File: src/rtl/cv32e41s_pmp_imp_responder.sv
// ----------------------------------------------------------------------------
// cv32e41s_pmp_imp_responder
//
// Responder end of the PMP-trie implicit-access interface. A single-cycle
// fetch request from the xpmp is turned into two 32-bit OBI reads on a
// dedicated master port: word b0 at the 8-byte aligned node address and
// word b1 at address+4. When both responses are back, both words are
// returned to the requester in one rvalid pulse.
//
// Handshakes:
//   pmp_imp side : pmp_imp_req_i is a one-cycle strobe, only honoured in IDLE.
//                  pmp_imp_rvalid_o is a one-cycle strobe; pmp_imp_err_o and
//                  both rdata outputs are meaningful while it is high.
//   OBI side     : an address phase completes on a cycle where obi_req_o and
//                  obi_gnt_i are both high; obi_req_o/obi_addr_o never change
//                  while waiting for grant. Every obi_rvalid_i completes the
//                  oldest outstanding read (in-order responses).
//
// Ports:
//   clk, rst_n            clock, asynchronous active-low reset
//   pmp_imp_req_i         fetch request strobe
//   pmp_imp_addr_i        node address (bits [2:0] ignored)
//   pmp_imp_flush_i       abort the fetch in progress
//   pmp_imp_rvalid_o      response strobe
//   pmp_imp_rdata_b0_o    word at aligned address
//   pmp_imp_rdata_b1_o    word at aligned address + 4
//   pmp_imp_err_o         an OBI error occurred on either word
//   pmp_imp_busy_o        high whenever the FSM is not IDLE
//   obi_*                 OBI read master (we=0, be=4'hF, prot=OBI_PROT)
// ----------------------------------------------------------------------------
module cv32e41s_pmp_imp_responder #(
    parameter bit         PIPELINED = 1'b1,
    parameter logic [2:0] OBI_PROT  = 3'b111
) (
    input  logic        clk,
    input  logic        rst_n,

    input  logic        pmp_imp_req_i,
    input  logic [31:0] pmp_imp_addr_i,
    input  logic        pmp_imp_flush_i,
    output logic        pmp_imp_rvalid_o,
    output logic [31:0] pmp_imp_rdata_b0_o,
    output logic [31:0] pmp_imp_rdata_b1_o,
    output logic        pmp_imp_err_o,
    output logic        pmp_imp_busy_o,

    output logic        obi_req_o,
    input  logic        obi_gnt_i,
    output logic [31:0] obi_addr_o,
    output logic        obi_we_o,
    output logic [3:0]  obi_be_o,
    output logic [2:0]  obi_prot_o,
    input  logic        obi_rvalid_i,
    input  logic [31:0] obi_rdata_i,
    input  logic        obi_err_i
);

    typedef enum logic [2:0] {
        IDLE  = 3'd0,
        REQ0  = 3'd1,
        REQ1  = 3'd2,
        WAIT  = 3'd3,
        RESP  = 3'd4,
        DRAIN = 3'd5
    } state_e;

    state_e      state_q, state_d;
    logic [28:0] base_q, base_d;      // node address [31:3]
    logic [1:0]  issued_q, issued_d;  // address phases granted this fetch
    logic [1:0]  rcvd_q, rcvd_d;      // responses received this fetch
    logic        err_q, err_d;        // sticky OBI error
    logic        flush_q, flush_d;    // flush seen while a request awaits grant
    logic [31:0] b0_q, b0_d;
    logic [31:0] b1_q, b1_d;

    logic        gnt_fire;
    logic        flush_pend;
    logic [31:0] rsp_word;

    // The low address bits are forced to zero; they are intentionally unused.
    logic        unused_addr_lsbs;
    assign unused_addr_lsbs = ^pmp_imp_addr_i[2:0];

    // OBI address phase is a pure function of state so it is stable until grant.
    // base+4 only sets bit 2, so it can never carry into the upper bits.
    assign obi_req_o  = (state_q == REQ0) || (state_q == REQ1);
    assign obi_addr_o = (state_q == REQ0) ? {base_q, 3'b000} :
                        (state_q == REQ1) ? {base_q, 3'b100} : 32'h0;
    assign obi_we_o   = 1'b0;
    assign obi_be_o   = 4'hF;
    assign obi_prot_o = OBI_PROT;

    assign gnt_fire   = obi_req_o && obi_gnt_i;
    // A flush cannot retract a raised request, so it is remembered until grant.
    assign flush_pend = flush_q || pmp_imp_flush_i;
    // An erroring response stores zero in place of the bus data.
    assign rsp_word   = obi_err_i ? 32'h0 : obi_rdata_i;

    always_comb begin
        state_d  = state_q;
        base_d   = base_q;
        issued_d = issued_q + {1'b0, gnt_fire};
        rcvd_d   = rcvd_q + {1'b0, obi_rvalid_i};
        err_d    = err_q | (obi_rvalid_i & obi_err_i);
        flush_d  = flush_q;
        b0_d     = b0_q;
        b1_d     = b1_q;

        // Responses arrive in order: first one is b0, second one is b1.
        if (obi_rvalid_i) begin
            if (rcvd_q == 2'd0) begin
                b0_d = rsp_word;
            end else begin
                b1_d = rsp_word;
            end
        end

        case (state_q)
            IDLE: begin
                if (pmp_imp_req_i) begin
                    base_d   = pmp_imp_addr_i[31:3];
                    issued_d = 2'd0;
                    rcvd_d   = 2'd0;
                    err_d    = 1'b0;
                    flush_d  = 1'b0;
                    state_d  = REQ0;
                end
            end
            REQ0: begin
                flush_d = flush_pend;
                if (gnt_fire) begin
                    if (flush_pend) begin
                        state_d = DRAIN;
                    end else if (PIPELINED) begin
                        state_d = REQ1;
                    end else begin
                        state_d = WAIT;
                    end
                end
            end
            REQ1: begin
                flush_d = flush_pend;
                if (gnt_fire) begin
                    state_d = flush_pend ? DRAIN : WAIT;
                end
            end
            WAIT: begin
                if (pmp_imp_flush_i) begin
                    state_d = DRAIN;
                end else if (rcvd_d == 2'd2) begin
                    state_d = RESP;
                end else if ((issued_q == 2'd1) && (rcvd_d == 2'd1)) begin
                    // Non-pipelined: first word is back, issue the second read.
                    state_d = REQ1;
                end
            end
            RESP: begin
                state_d = IDLE;
            end
            DRAIN: begin
                // A response arriving with the flush is already in rcvd_d.
                if (rcvd_d == issued_d) begin
                    state_d = IDLE;
                end
            end
            default: begin
                state_d = IDLE;
            end
        endcase
    end

    always_ff @(posedge clk or negedge rst_n) begin
        if (!rst_n) begin
            state_q  <= IDLE;
            base_q   <= '0;
            issued_q <= '0;
            rcvd_q   <= '0;
            err_q    <= 1'b0;
            flush_q  <= 1'b0;
            b0_q     <= '0;
            b1_q     <= '0;
        end else begin
            state_q  <= state_d;
            base_q   <= base_d;
            issued_q <= issued_d;
            rcvd_q   <= rcvd_d;
            err_q    <= err_d;
            flush_q  <= flush_d;
            b0_q     <= b0_d;
            b1_q     <= b1_d;
        end
    end

    assign pmp_imp_rvalid_o   = (state_q == RESP);
    assign pmp_imp_err_o      = (state_q == RESP) && err_q;
    assign pmp_imp_busy_o     = (state_q != IDLE);
    assign pmp_imp_rdata_b0_o = b0_q;
    assign pmp_imp_rdata_b1_o = b1_q;

endmodule

File: config.mk
export PLATFORM = sky130hd
export DESIGN_NAME = cv32e41s_pmp_imp_responder
export DESIGN_NICKNAME = d
export VERILOG_FILES = /design/src/rtl/cv32e41s_pmp_imp_responder.sv
export SDC_FILE = /design/constraint.sdc
export NUM_CORES = 1
export LEC_CHECK = 0
export BUFFER_PORTS_ARGS = -buffer_cell sky130_fd_sc_hd__buf_2
export CAP_MARGIN = 40
export CORE_MARGIN = 2
export CORE_UTILIZATION = 54
export CTS_BUF_LIST = sky130_fd_sc_hd__clkbuf_8
export DETAILED_ROUTE_END_ITERATION = 16
export GPL_TIMING_DRIVEN = 0
export PLACE_DENSITY = 0.95
export SETUP_SLACK_MARGIN = 0.5
export SYNTH_ARGS = -nofsm -noshare
export SYNTH_HDL_FRONTEND = slang
export SYNTH_SLANG_ARGS = --single-unit
File: constraint.sdc
create_clock -name clk -period 3.89 [get_ports clk]
set_input_delay 0.1945 -clock clk [delete_from_list [all_inputs] [get_ports clk]]
set_output_delay 0.1945 -clock clk [all_outputs]
set_load 0.01 [all_outputs]
# ---- After elaboration in Yosys (flattened, before gate mapping)
# Cells that the tools add are included.
dict set report totals {
  mem_bits_rw 0
  n_memories 0
  mem_bits_ro 0
  ff_bits 102
  input_bits 71
  latchBits 0
  elab_cells 63
  output_inout_bits 108
}
dict set report op_classes {
  reduce_logical 15
  n_bitwise 3
  n_mul 0
  n_div 0
  n_lt_le_gt_ge 0
  eq_ne 14
  shifts 0
  muxes 21
  addsub 2
}
# cell count
set op_table {}
lappend op_table {{$mux W32} 3}
lappend op_table {{$mux W3} 9}
lappend op_table {{$pmux W3 S5} 1}
lappend op_table {{$mux W2} 4}
lappend op_table {{$ne A2 B2 Y1 const B} 4}
lappend op_table {{$reduce_and A2 Y1} 4}
lappend op_table {{$eq A3 B2 Y1 const B} 2}
lappend op_table {{$eq A3 B3 Y1 const B} 2}
lappend op_table {{$reduce_and A5 Y1} 1}
lappend op_table {{$add A2 B1 Y2} 2}
lappend op_table {{$eq A2 B1 Y1 const B} 2}
lappend op_table {{$ne A4 B4 Y1 const B} 1}
lappend op_table {{$eq A3 B1 Y1 const B} 1}
lappend op_table {{$logic_and A1 B1 Y1} 3}
lappend op_table {{$logic_not A3 Y1} 1}
lappend op_table {{$mux W1} 3}
lappend op_table {{$reduce_bool A3 Y1} 1}
lappend op_table {{$eq A2 B2 Y1} 1}
lappend op_table {{$eq A2 B2 Y1 const B} 1}
lappend op_table {{$logic_not A2 Y1} 1}
lappend op_table {{$logic_or A1 B1 Y1} 2}
lappend op_table {{$pmux W1 S2} 1}
lappend op_table {{$reduce_bool A2 Y1} 1}
lappend op_table {{$reduce_or A2 Y1} 1}
lappend op_table {{other kinds (3)} 3}

# ---- Logic depth before layout (Yosys ltp)
dict set report logic_depth {
  ltp_word 7
  depth_mapped 11
  mapped_depth_nobuf 10
}

# ---- Worst setup path after synthesis
# Ideal clock, no wire load.
dict set report synth_timing {
  kind {register to register}
  startpoint {reg state_q[1]}
  endpoint {reg state_q[0]}
  required_ns 3.765
  t_arrival_ns 2.272
  path_buffers 1
  setup_slack_ns 1.493
  period_less_slack_ns 2.397
  stages_incl_launch_ff 12
  setup_ns 0.125
  path_cell_list {dfrtp_1 > inv_1 > nand2_1 > a21oi_1 > buf_2 > and2_1 > ha_1 > xnor2_1 > xnor2_1 > a211oi_2 > nor2_2 > mux2_4}
}
dict set report synth_via {
  elab_chain_cells 7
  word_cells_on_any_way 16
  cone_classes {add/sub: 1; eq/ne: 10; mux: 1; reduce/logical: 4}
}
# element line_no
set synth_lines {}
lappend synth_lines {{start: declaration} 67} ;# state_e state_q, state_d;
lappend synth_lines {{start signal: assignment} 183} ;# state_q <= state_d;
lappend synth_lines {{$eq A3 B1 Y1 or $eq A3 B2 Y1 (tied branches)} 86} ;# assign obi_req_o = (state_q == REQ0) || (state_q == REQ1);
lappend synth_lines {{$logic_or A1 B1 Y1 *} 86}
lappend synth_lines {{named net obi_req_o} 47} ;# output logic obi_req_o,
lappend synth_lines {{$logic_and A1 B1 Y1 *} 93} ;# assign gnt_fire = obi_req_o && obi_gnt_i;
lappend synth_lines {{$add A2 B1 Y2} 102} ;# issued_d = issued_q + {1'b0, gnt_fire};
lappend synth_lines {{$eq A2 B2 Y1} 162} ;# if (rcvd_d == issued_d) begin
lappend synth_lines {{$ne A2 B2 Y1 (no source line)} n/a}
lappend synth_lines {{$reduce_and A5 Y1 (no source line) *} n/a}
# The timed path passes the listed nets; every way through them passes the cells marked *.
# A chain may end at the register's enable or synchronous reset.

# ---- Final worst setup path
dict set report layout_timing {
  startpoint {reg state_q[1]}
  endpoint {reg state_q[0]}
}
dict set report layout_via {
  elab_chain_cells 7
  word_cells_on_any_way 16
  cone_classes {add/sub: 1; eq/ne: 10; mux: 1; reduce/logical: 4}
}
# element line_no
set layout_lines {}
lappend layout_lines {{$eq A3 B1 Y1 or $eq A3 B2 Y1 (tied branches)} {86, 118}}
lappend layout_lines {{$logic_or A1 B1 Y1} 86}
lappend layout_lines {{$logic_and A1 B1 Y1} 93}
lappend layout_lines {{$add A2 B1 Y2} 102}
lappend layout_lines {{$eq A2 B2 Y1} 162}
lappend layout_lines {{$ne A2 B2 Y1 (no source line)} n/a}
lappend layout_lines {{$reduce_and A5 Y1 (no source line)} n/a}
# Parallel ways exist; a longest one is shown, timed or not.

==> impl_metrics.yaml <==
power_and_ir_drop:
  ir_drop_v: 0.0003649
  power.leakage_nw: 2.903
  p_total_mw: 4.341
  p_per_area_nw_per_um2: 780.2
placement:
  place_hpwl_um: 8077
  port_buffers: 165
  place_congestion: 0.8317
  place_ws_ns: 1.052
setup_path:
  ff2ff_setup_slack_ns: 1.03
  r2r_cells: 11
  crit_top_cell: "xnor2_1"
  cp_slowest_cell: "dfrtp_1"
  crit_chain: "inv_1, nand2_1, a21oi_1, buf_2, and2_1, ha_1, xnor2_1, xnor2_1, a211oi_2, nor2_2, mux2_4"
  end_kind: "register"
  crit_family: "compound AO/OA/AOI/OAI gates"
  critPathArrivalTime_ns: 3.11
  worstSetupStartpointType: "register"
  path_buf_inv: 2
  path_class: "register to register"
  reg2reg_from: "state_q[1]"
  critPathMaxStageDelay_ns: 0.44
  cp_data_required_time_ns: 4.14
  r2r_end: "state_q[0]"
  critPathMaxFanout: 10
clocking:
  cts.path.max_buffers: 2
  postCtsHoldBufs: 1
  cts_tree: "built"
  cts.root.buffer_cell: "clkbuf_8"
  clkSinkCount: 102
  post_cts_resized: 0
  clkTransAtPathRegs_ns: 0.11
  clock_tree.htree_level_count: 3
  cts_made_buffers: 9
  clk_latency_ns: 0.37
  postCtsSetupBuffers: 0
run_status:
  run_status: "completed"
hold_path:
  worstHoldPathType: "input pin to register"
  holdPathEnd: "base_q[11]"
  min_from: "pmp_imp_addr_i[14]"
  whs_path_depth: 2
timing:
  fin_ws_ns: 1.030
  setup_viol: 0
  skew_ns: 0.01697
  worstMarginPinSlew_ns: 0.7089
  relSlewSlack: 0.5242
  finalSetupTns_ns: 0
  hold_viol: 0
  rsz0062_at_grt: "no"
  post-route-period-util: 0.7352
  timing.hold.ws_ns: 0.04177
  slew_viol_final: 0
  min_period_ns: 2.860
  fmax_mhz: 349.7
synth:
  syn_inst: 403
  muxShareOfSynthArea: 0.08309
  ys_types: 34
  ys_warn_count: 0
  netlist_area_sq_um: 4352
  synth_area_leader_cell: "dfrtp_1"
  synth_area_per_cell_sq_um: 10.80
  yosysSeqAreaShare: 0.5865
  synth_compound_area_frac: 0.09632
  ys_top_cells_by_count: "dfrtp_1 (102), nand2_1 (67), o21ai_0 (66), nand2b_1 (33), and2_1 (31)"
  synth_edf_count: 0
  synth_top_family_by_area: "simple AND/OR/NAND/NOR gates"
  synthSimpleGateAreaFrac: 0.1740
  synth-seq-cells: 102
  ys.flop_type: "dfrtp_1"
  synth_xor_area_frac: 0.009776
  yosys.area.top_type_share: 0.5865
  synth.area.top_cells: "dfrtp_1 (59%), o21ai_0 (7.6%), nand2_1 (5.8%)"
  synth_most_common_cell: "dfrtp_1"
  synthAdderAreaFrac: 0.005750
  async_flop_share: 1.000
route:
  drt_iter0_markers: 114
  via_count: 3554
  wl_per_cell_um: 15.20
  first_pass_iters: 4
  drt.antenna.violating_nets: 0
  vias_per_cell: 5.106
  drc: 0
  drt-total-wl_um: 10580
final_layout:
  drive_gt1_frac: 0.3552
  final_nets: 662
  fin_util: 0.7163
  area_growth_syn_to_layout_pct: 27.86
  num_antenna_cells: 0
floorplan:
  rows: 32
  initial_utilization: 0.5602
  die-area_sq_um: 8793
  die_w_um: 93.77
  core-area_sq_um: 7767
  io-pin-count: 179
  die_h_um: 93.77
global_route:
  busiest_layer: "met2"
  antenna_found_initial: 0
  grt_pass1_wl_um: 17370
  grt_usage: 0.2534
  grt_pass1_vias: 3646
  grt_max_degree: 68
  grtUsageMet3: 0.06982
  use_met1: 0.3170
  gr-usage-met2: 0.4232
  grt_overflow: 0
job:
  drv_cap: 0
## per-stage QoR
step / std cells / instance area, sq um
5_1_grt: 696 / 5564
2_1_floorplan: 411 / 4382
6_report: 696 / 5564
3_5_place_dp: 679 / 5365
3_3_place_gp: 678 / 5335
4_1_cts: 696 / 5564
## where the power goes
part	internal (mW)	switching (mW)	leakage [nW]
sequential	1.54	0.255	1.29
clock	0.262	0.375	0.0996
combinational	0.827	1.08	1.51
## area by class of cell
type | count | area [sq um]
Clock buffer | 10 | 137.6
Multi-Input combinational cell | 273 | 1643
Clock inverter | 6 | 51.30
Fill cell | 522 | 2203
Timing Repair Buffer | 167 | 865.8
Buffer | 32 | 171.4
Tap cell | 102 | 127.6
Inverter | 4 | 15.01
Sequential cell | 102 | 2552
## worst reg2reg max path, stage by stage (launching register included)
cell	delay [ns]
dfrtp_1	0.44
inv_1	0.19
nand2_1	0.12
a21oi_1	0.43
buf_2	0.28
and2_1	0.17
ha_1	0.16
xnor2_1	0.18
xnor2_1	0.18
a211oi_2	0.10
nor2_2	0.20
mux2_4	0.31
## per-layer routing
metal	share of wire	vias up	routed length, um
met2	0.48	170	5111
met1	0.40	1675	4250
met5	0	-	0
met3	0.095	18	1008
li1	-	1691	-
met4	0.020	0	208
## placed cells by master (no fill, tap or decap), drive strengths merged, types with 2 or more instances in the layout
cell type,n
clkbuf,27
xnor2,4
and2,31
nor2,8
conb,10
dfrtp,102
inv,8
nor3,2
ha,2
mux2i,2
clkinv,2
buf,181
mux2,30
nand2,67
a21oi,4
o21ai,68
nand2b,33
nor2b,2
## state kept, by name, indices dropped and copies added, names as in the netlist
name,count
flush_q,1
state_q,3
err_q,1
pmp_imp_rdata_b1_o,32
rcvd_q,2
issued_q,2
pmp_imp_rdata_b0_o,32
base_q,29
## cells by family (layout without fill, tap and decap cells)
logic type,count (synthesis),count (layout)
adders and majority gates,2,2
AOI/OAI and AO/OA,79,79
muxes,32,32
xor gates and xnor gates,4,4
DFF,102,102
and+or+nand+nor,146,146
other,2,10
buffers and inverters,36,219
## worst max path at each step
| stage | start | to | slack, ns | cells after the start |
|---|---|---|---|---|
| after floorplan | state_q[1] | state_q[0] | 1.49 | 11 |
| after global placement | state_q[1] | state_q[0] | 1.10 | 11 |
| after detailed placement | state_q[1] | state_q[0] | 1.05 | 11 |
| after CTS | state_q[1] | state_q[0] | 1.02 | 11 |
| after global routing | state_q[1] | state_q[0] | 0.80 | 11 |
| final | state_q[1] | state_q[0] | 1.03 | 11 |
Note: power is estimated with default switching activity, not from simulation.
